--- src/rtl/digit_serial_alu.sv ---
// rtl/digit_serial_alu.sv - digit-serial ALU: arith/logic one DIGIT per cycle, single-cycle shifts
//
// Optional feature macro: ALU_FLAGS_EN (builds the zero/ovf flag flops; otherwise both tie to 0)
//
// Ports:
//   clk    - clock, rising edge
//   rst_n  - asynchronous active-low reset
//   start  - begin an operation (accepted only in IDLE)
//   select - [4] 0=arith/logic 1=shift, [3] 0=logic 1=arith, [2:0] opcode
//   a, b   - operands (WIDTH bits)
//   cin    - carry-in
//   busy   - high in RUN and DONE
//   done   - one-cycle completion pulse
//   y      - result, held until the next completion
//   cout   - carry-out or shifted-out bit
//   zero   - result-equals-zero flag
//   ovf    - signed overflow flag
module digit_serial_alu #(
   parameter int WIDTH = 16,
   parameter int DIGIT = 4
) (
   input  logic             clk,
   input  logic             rst_n,
   input  logic             start,
   input  logic [4:0]       select,
   input  logic [WIDTH-1:0] a,
   input  logic [WIDTH-1:0] b,
   input  logic             cin,
   output logic             busy,
   output logic             done,
   output logic [WIDTH-1:0] y,
   output logic             cout,
   output logic             zero,
   output logic             ovf
);

   localparam int NDIG = WIDTH / DIGIT;
   localparam int CW   = (NDIG > 1) ? $clog2(NDIG) : 1;
   localparam logic [CW-1:0] LAST = CW'(NDIG - 1);

   if ((WIDTH % DIGIT) != 0 || WIDTH < 2 * DIGIT) begin : g_bad_params
      $error("digit_serial_alu: WIDTH must be a multiple of DIGIT and at least 2*DIGIT");
   end

   typedef enum logic [1:0] {IDLE, RUN, DONE} state_t;
   state_t state, state_nxt;

   logic [WIDTH-1:0]       opa, opb;     // operands, shifted right one digit per RUN cycle
   logic [WIDTH-DIGIT-1:0] acc;          // result digits gathered so far, LSB digit lowest
   logic [3:0]             sel_q;
   logic                   carry;
   logic [CW-1:0]          cnt;

   logic                   accept, last_dig, ld;
   logic [DIGIT-1:0]       da, db, dx, dy, dlog, dres;
   logic [DIGIT:0]         dsum;
   logic                   c0, cnext;
   logic [WIDTH-1:0]       shy, y_new;
   logic                   shc, c_new;

   assign accept   = (state == IDLE) && start;
   assign last_dig = (cnt == LAST);

   // state register
   always_ff @(posedge clk or negedge rst_n) begin
      if (!rst_n) state <= IDLE;
      else        state <= state_nxt;
   end

   // next-state logic
   always_comb begin
      state_nxt = state;
      case (state)
         IDLE:    if (start) state_nxt = select[4] ? DONE : RUN;
         RUN:     if (last_dig) state_nxt = DONE;
         DONE:    state_nxt = IDLE;
         default: state_nxt = IDLE;
      endcase
   end

   // output logic
   always_comb begin
      busy = (state != IDLE);
      done = (state == DONE);
   end

   // Subtractions become additions of an inverted operand; the +1 rides in on the initial carry.
   always_comb begin
      case (select[2:0])
         3'b000, 3'b100:         c0 = cin;
         3'b001, 3'b010, 3'b101: c0 = 1'b1;
         default:                c0 = 1'b0;
      endcase
   end

   assign da = opa[DIGIT-1:0];
   assign db = opb[DIGIT-1:0];

   always_comb begin
      dx = da;
      dy = '0;
      case (sel_q[2:0])
         3'b000: dy = db;
         3'b001: dy = ~db;
         3'b011: dy = '1;            // A-1 as A + all-ones
         3'b101: begin dx = db; dy = ~da; end
         3'b111: dx = '0;
         default: dy = '0;
      endcase
   end

   assign dsum = {1'b0, dx} + {1'b0, dy} + {{DIGIT{1'b0}}, carry};

   always_comb begin
      case (sel_q[2:0])
         3'b000:  dlog = da & db;
         3'b001:  dlog = da | db;
         3'b010:  dlog = da ^ db;
         3'b011:  dlog = ~(da ^ db);
         3'b100:  dlog = ~da;
         3'b101:  dlog = ~(da & db);
         3'b110:  dlog = ~(da | db);
         default: dlog = db;
      endcase
   end

   assign dres  = sel_q[3] ? dsum[DIGIT-1:0] : dlog;
   assign cnext = sel_q[3] & dsum[DIGIT];

   always_comb begin
      case (select[1:0])
         2'b00:   begin shy = {a[WIDTH-2:0], 1'b0};       shc = a[WIDTH-1]; end
         2'b01:   begin shy = {1'b0, a[WIDTH-1:1]};       shc = a[0];       end
         2'b10:   begin shy = {a[WIDTH-2:0], a[WIDTH-1]}; shc = a[WIDTH-1]; end
         default: begin shy = {a[0], a[WIDTH-1:1]};       shc = a[0];       end
      endcase
   end

   // Result registers load only on entry to DONE: shift from IDLE, or the last RUN digit.
   assign ld    = (accept && select[4]) || (state == RUN && last_dig);
   assign y_new = (state == IDLE) ? shy : {dres, acc};
   assign c_new = (state == IDLE) ? shc : cnext;

   always_ff @(posedge clk or negedge rst_n) begin
      if (!rst_n) begin
         opa   <= '0;
         opb   <= '0;
         acc   <= '0;
         sel_q <= '0;
         carry <= 1'b0;
         cnt   <= '0;
         y     <= '0;
         cout  <= 1'b0;
      end else begin
         if (accept) begin
            opa   <= a;
            opb   <= b;
            sel_q <= select[3:0];
            carry <= select[3] & c0;
            cnt   <= '0;
         end else if (state == RUN) begin
            opa   <= opa >> DIGIT;
            opb   <= opb >> DIGIT;
            acc   <= y_new[WIDTH-1:DIGIT];
            carry <= cnext;
            cnt   <= last_dig ? '0 : cnt + 1'b1;
         end
         if (ld) begin
            y    <= y_new;
            cout <= c_new;
         end
      end
   end

`ifdef ALU_FLAGS_EN
   logic v_new;

   // Signed overflow: both addends share a sign that the sum does not (top digit only).
   always_comb begin
      v_new = 1'b0;
      if (state == RUN && sel_q[3]) begin
         case (sel_q[2:0])
            3'b000, 3'b001, 3'b010, 3'b011, 3'b101:
               v_new = (dx[DIGIT-1] == dy[DIGIT-1]) && (dsum[DIGIT-1] != dx[DIGIT-1]);
            default: v_new = 1'b0;
         endcase
      end
   end

   always_ff @(posedge clk or negedge rst_n) begin
      if (!rst_n) begin
         zero <= 1'b0;
         ovf  <= 1'b0;
      end else if (ld) begin
         zero <= (y_new == '0);
         ovf  <= v_new;
      end
   end
`else
   assign zero = 1'b0;
   assign ovf  = 1'b0;
`endif

endmodule

--- config.mk ---
export PLATFORM = sky130hd
export DESIGN_NAME = digit_serial_alu
export DESIGN_NICKNAME = d
export VERILOG_FILES = /design/src/rtl/digit_serial_alu.sv
export SDC_FILE = /design/constraint.sdc
export NUM_CORES = 1
export LEC_CHECK = 0
export ABC_CLOCK_PERIOD_IN_PS = 2400
export CAP_MARGIN = 20
export CORE_MARGIN = 2
export CORE_UTILIZATION = 25
export CTS_BUF_LIST = sky130_fd_sc_hd__clkbuf_2 sky130_fd_sc_hd__clkbuf_4 sky130_fd_sc_hd__clkbuf_8
export DETAILED_ROUTE_END_ITERATION = 6
export PLACE_DENSITY = 0.51
export SYNTH_ARGS = -nofsm -noshare
export SYNTH_HDL_FRONTEND = slang
export SYNTH_SLANG_ARGS = --single-unit
--- constraint.sdc ---
create_clock -name clk -period 2.4 [get_ports clk]
set_input_delay 0.72 -clock clk [delete_from_list [all_inputs] [get_ports clk]]
set_output_delay 0.72 -clock clk [all_outputs]
set_load 0.01 [all_outputs]
==> results.txt <==
Seq pwr share = 30.5%
Clk buf depth = 2
Yosys cell types = 48
Comb power frac = 53.7%
CP Cell Sequence = nor2_1, inv_2, clkdlybuf4s50_1
Worst-path clk slew = 0.08 ns
Placed Instance Area = 4780 um^2
Synth top area cells = dfrtp_1 (46%), nand2_1 (11%), a22oi_1 (5.5%)
Worst hold slack = 0.352 ns
Worst min-delay path category = primary input to asynchronous set/reset pin
Crit Path Class = register to output port
Int Power = 4.20 mW
Clock sink count = 70
Final wirelength = 10.8 mm
Cell with the most instances after synthesis = nand2_1
Initial DRC Count = 207
Post-layout instance area = 5100 um^2
Crit. End Element = output port
Skew final = 0.0105 ns
Area share of the largest cell type after synthesis = 45.7%
Reg2reg start = sel_q[2]$_DFFE_PN0P_
Die H = 128 um
Post-synthesis sequential area ratio = 45.7%
WP data required = 1.68 ns
Clk pwr share = 15.8%
CP arrival = 1.62 ns
Via density = 4.76
Leakage power = 2.37 nW
Post-Place Cells = 678
# setup viols final = 0
Input/output buffers = 59
Drt pass-1 iters = 4
Top_reg_cell synth = dfrtp_1
Pre-CTS WS = -0.0366 ns
Peak VDD IR = 0.521 mV
Later-pin clock latency in the skew report = 0.37 ns
Mapped Area = 3830 um^2
Initial antenna violation count = 0
Routability cong. = 0.791
Largest net degree at the start of global routing = 71
Area leader, netlist = dfrtp_1
Mean post-synth cell area = 8.91 um^2
RSZ-0062 raised after global routing = yes
R2R Path End = acc[11]$_DFFE_PN0P_
GR Util All Layers = 13.8%
CTS tree = built
Root buf cell = clkbuf_8
Multi-input gate area = 1960 um^2
Max-slew violation count = 0
Die width = 128 um
Number of enable flip-flop cells after synthesis = 0
Most frequent cells after synthesis = nand2_1 (113), dfrtp_1 (70), a22oi_1 (28)
Final Cycle Share = 97.5%
Slowest-stage cell, CP = clkdlybuf4s50_1
Vias in the first global route = 3,312
Syn Inst Count = 430
Reg2Reg Setup Slack = 0.08 ns
DR WL/cell = 15.5 um
Post-DRT Antenna Nets = 0
Max-cap violations = 0
Asr flop ratio synth = 100%
Post-Layout Cell Count = 698
First-pass GRT wire length = 17.5 mm
R2R cell count = 9
Share of cells above drive strength 1 = 15.1%
Die area = 16,300 um^2
DP Wirelength = 7.80 mm
Row cnt = 45
Synth Register Bits = 70
CTS Hold Bufs = 0
Total grt overflow = 0
Area Overhead vs Synth = 33.1%
Ys Warns = 0
DR vias = 3,325
Setup crit start kind = register
Min Tclk post-route = 2.34 ns
Net Sw Frac = 41.6%
Worst Path Max Fanout = 6
# DRC = 0
Psw = 2.99 mW
Worst Path Buf+Inv = 2
Total CTS buffers = 9
I/O pin count = 62
Fillers = 1,562
Nets = 560
CP max stage delay = 0.49 ns
H-tree levels = 3
Initial cell density of the core = 25.4%
Crit path max-delay family = buffers and inverters
N_diodes = 0
Slew at the pin with the worst max-slew slack = 0.967 ns
PwrDens = 1410 nW/um^2
Core area = 15,100 um^2
PnR worst setup slack = 0.0600 ns
Post-layout power = 7.19 mW
Storage element area = 1750 um^2
Final Hold Fails = 0
Max Freq = 427 MHz
Rel. slew slack = 35.5%
Outcome = finished clean
-- per-stage QoR --
| step | TNS [ns] | util, % |
|---|---|---|
| final | 0 | 33.8 |
| after global routing | -0.0270 | 33.8 |
| after CTS | 0 | 33.3 |
| after detailed placement | -0.0366 | 31.7 |
| after global placement | 0 | 31.7 |
| after floorplan | 0 | - |
-- final cells by class --
class                      count  area share, %
clock buffer                  10           2.70
clock inverter                 6           1.82
inverter                      11          0.859
multi-input combinational    319           38.4
sequential                    70           34.4
tap                          188           4.61
timing repair buffer          94           17.2
-- sequential cells by signal (all words and copies together) (netlist names) --
name / flops
opa: 16
opb: 16
y: 16
acc: 12
sel_q: 4
cnt: 2
state: 2
carry: 1
cout: 1
-- power by group through the flow --
stage | Clock, mW | Sequential (mW) | Combinational (mW)
floorplan | 0 | 2.11 | 2.41
global placement | 0 | 2.19 | 3.63
detailed placement | 0 | 2.21 | 3.70
CTS | 1.18 | 2.18 | 3.74
global route | 1.22 | 2.27 | 4.34
finish | 1.13 | 2.20 | 3.86
-- cell usage in the layout (no fill, tap or decap), drive strengths merged, types with 2 or more instances in the layout --
master         netlist  routed
a211o                2       2
a21o                 4       4
a21oi               24      24
a22oi               28      28
a31oi                3       3
and3                 2       2
buf                 12      36
bufinv               0       2
clkbuf              19      10
clkdlybuf4s50        0      58
clkinvlp             0       2
conb                 1       2
dfrtp               70      70
fa                   2       2
ha                  12      12
inv                 11      13
mux2                 9       9
mux2i               18      18
mux4                 2       2
nand2              113     113
nand3                9       9
nand3b               2       2
nor2                26      26
nor2b                6       6
o211ai               2       2
o21ai               31      31
o22ai                5       5
o31ai                3       3
-- layer usage --
layer	wire [um]	vias up	global-route usage, %
met2	4990	82	21.4
met5	0	-	0
met3	570	14	3.63
li1	-	1630	-
met4	275	0	5.04
met1	5000	1599	18.5
-- timing repair --
action | in CTS | in global routing
pin swaps | 0 | 10
resized for setup | 1 | 15
setup endpoints to repair | 1 | 8
buffers inserted | 1 | 3
-- logic make-up (layout without fill, tap and decap cells) --
group                    Yosys count  after routing  share of synthesized area (%)
multiplexers                      29             29                           8.62
buffers and inverters             42            121                           4.80
flip-flops                        70             70                           45.7
AND/OR/NAND/NOR                  162            162                           17.2
AO/OA/AOI/OAI                    110            110                           18.1
adder cells (fa/ha/maj)           14             14                           4.97
other                              1              2                         0.0979
XOR/XNOR                           2              2                          0.457
-- worst max path at each step --
stage                         startpoint                   to  slack, ns  depth (start not counted)
finish              state[0]$_DFFE_PN0P_                 busy       0.06                          3
global route        sel_q[2]$_DFFE_PN0P_  acc[11]$_DFFE_PN0P_      -0.03                         10
CTS                 sel_q[2]$_DFFE_PN0P_  acc[11]$_DFFE_PN0P_     0.0004                         10
detailed placement  sel_q[2]$_DFFE_PN0P_  acc[11]$_DFFE_PN0P_      -0.04                         10
global placement    sel_q[2]$_DFFE_PN0P_  acc[11]$_DFFE_PN0P_      0.004                         10
floorplan           sel_q[2]$_DFFE_PN0P_  acc[11]$_DFFE_PN0P_      0.008                          9
(Power assumes the default switching activity.)
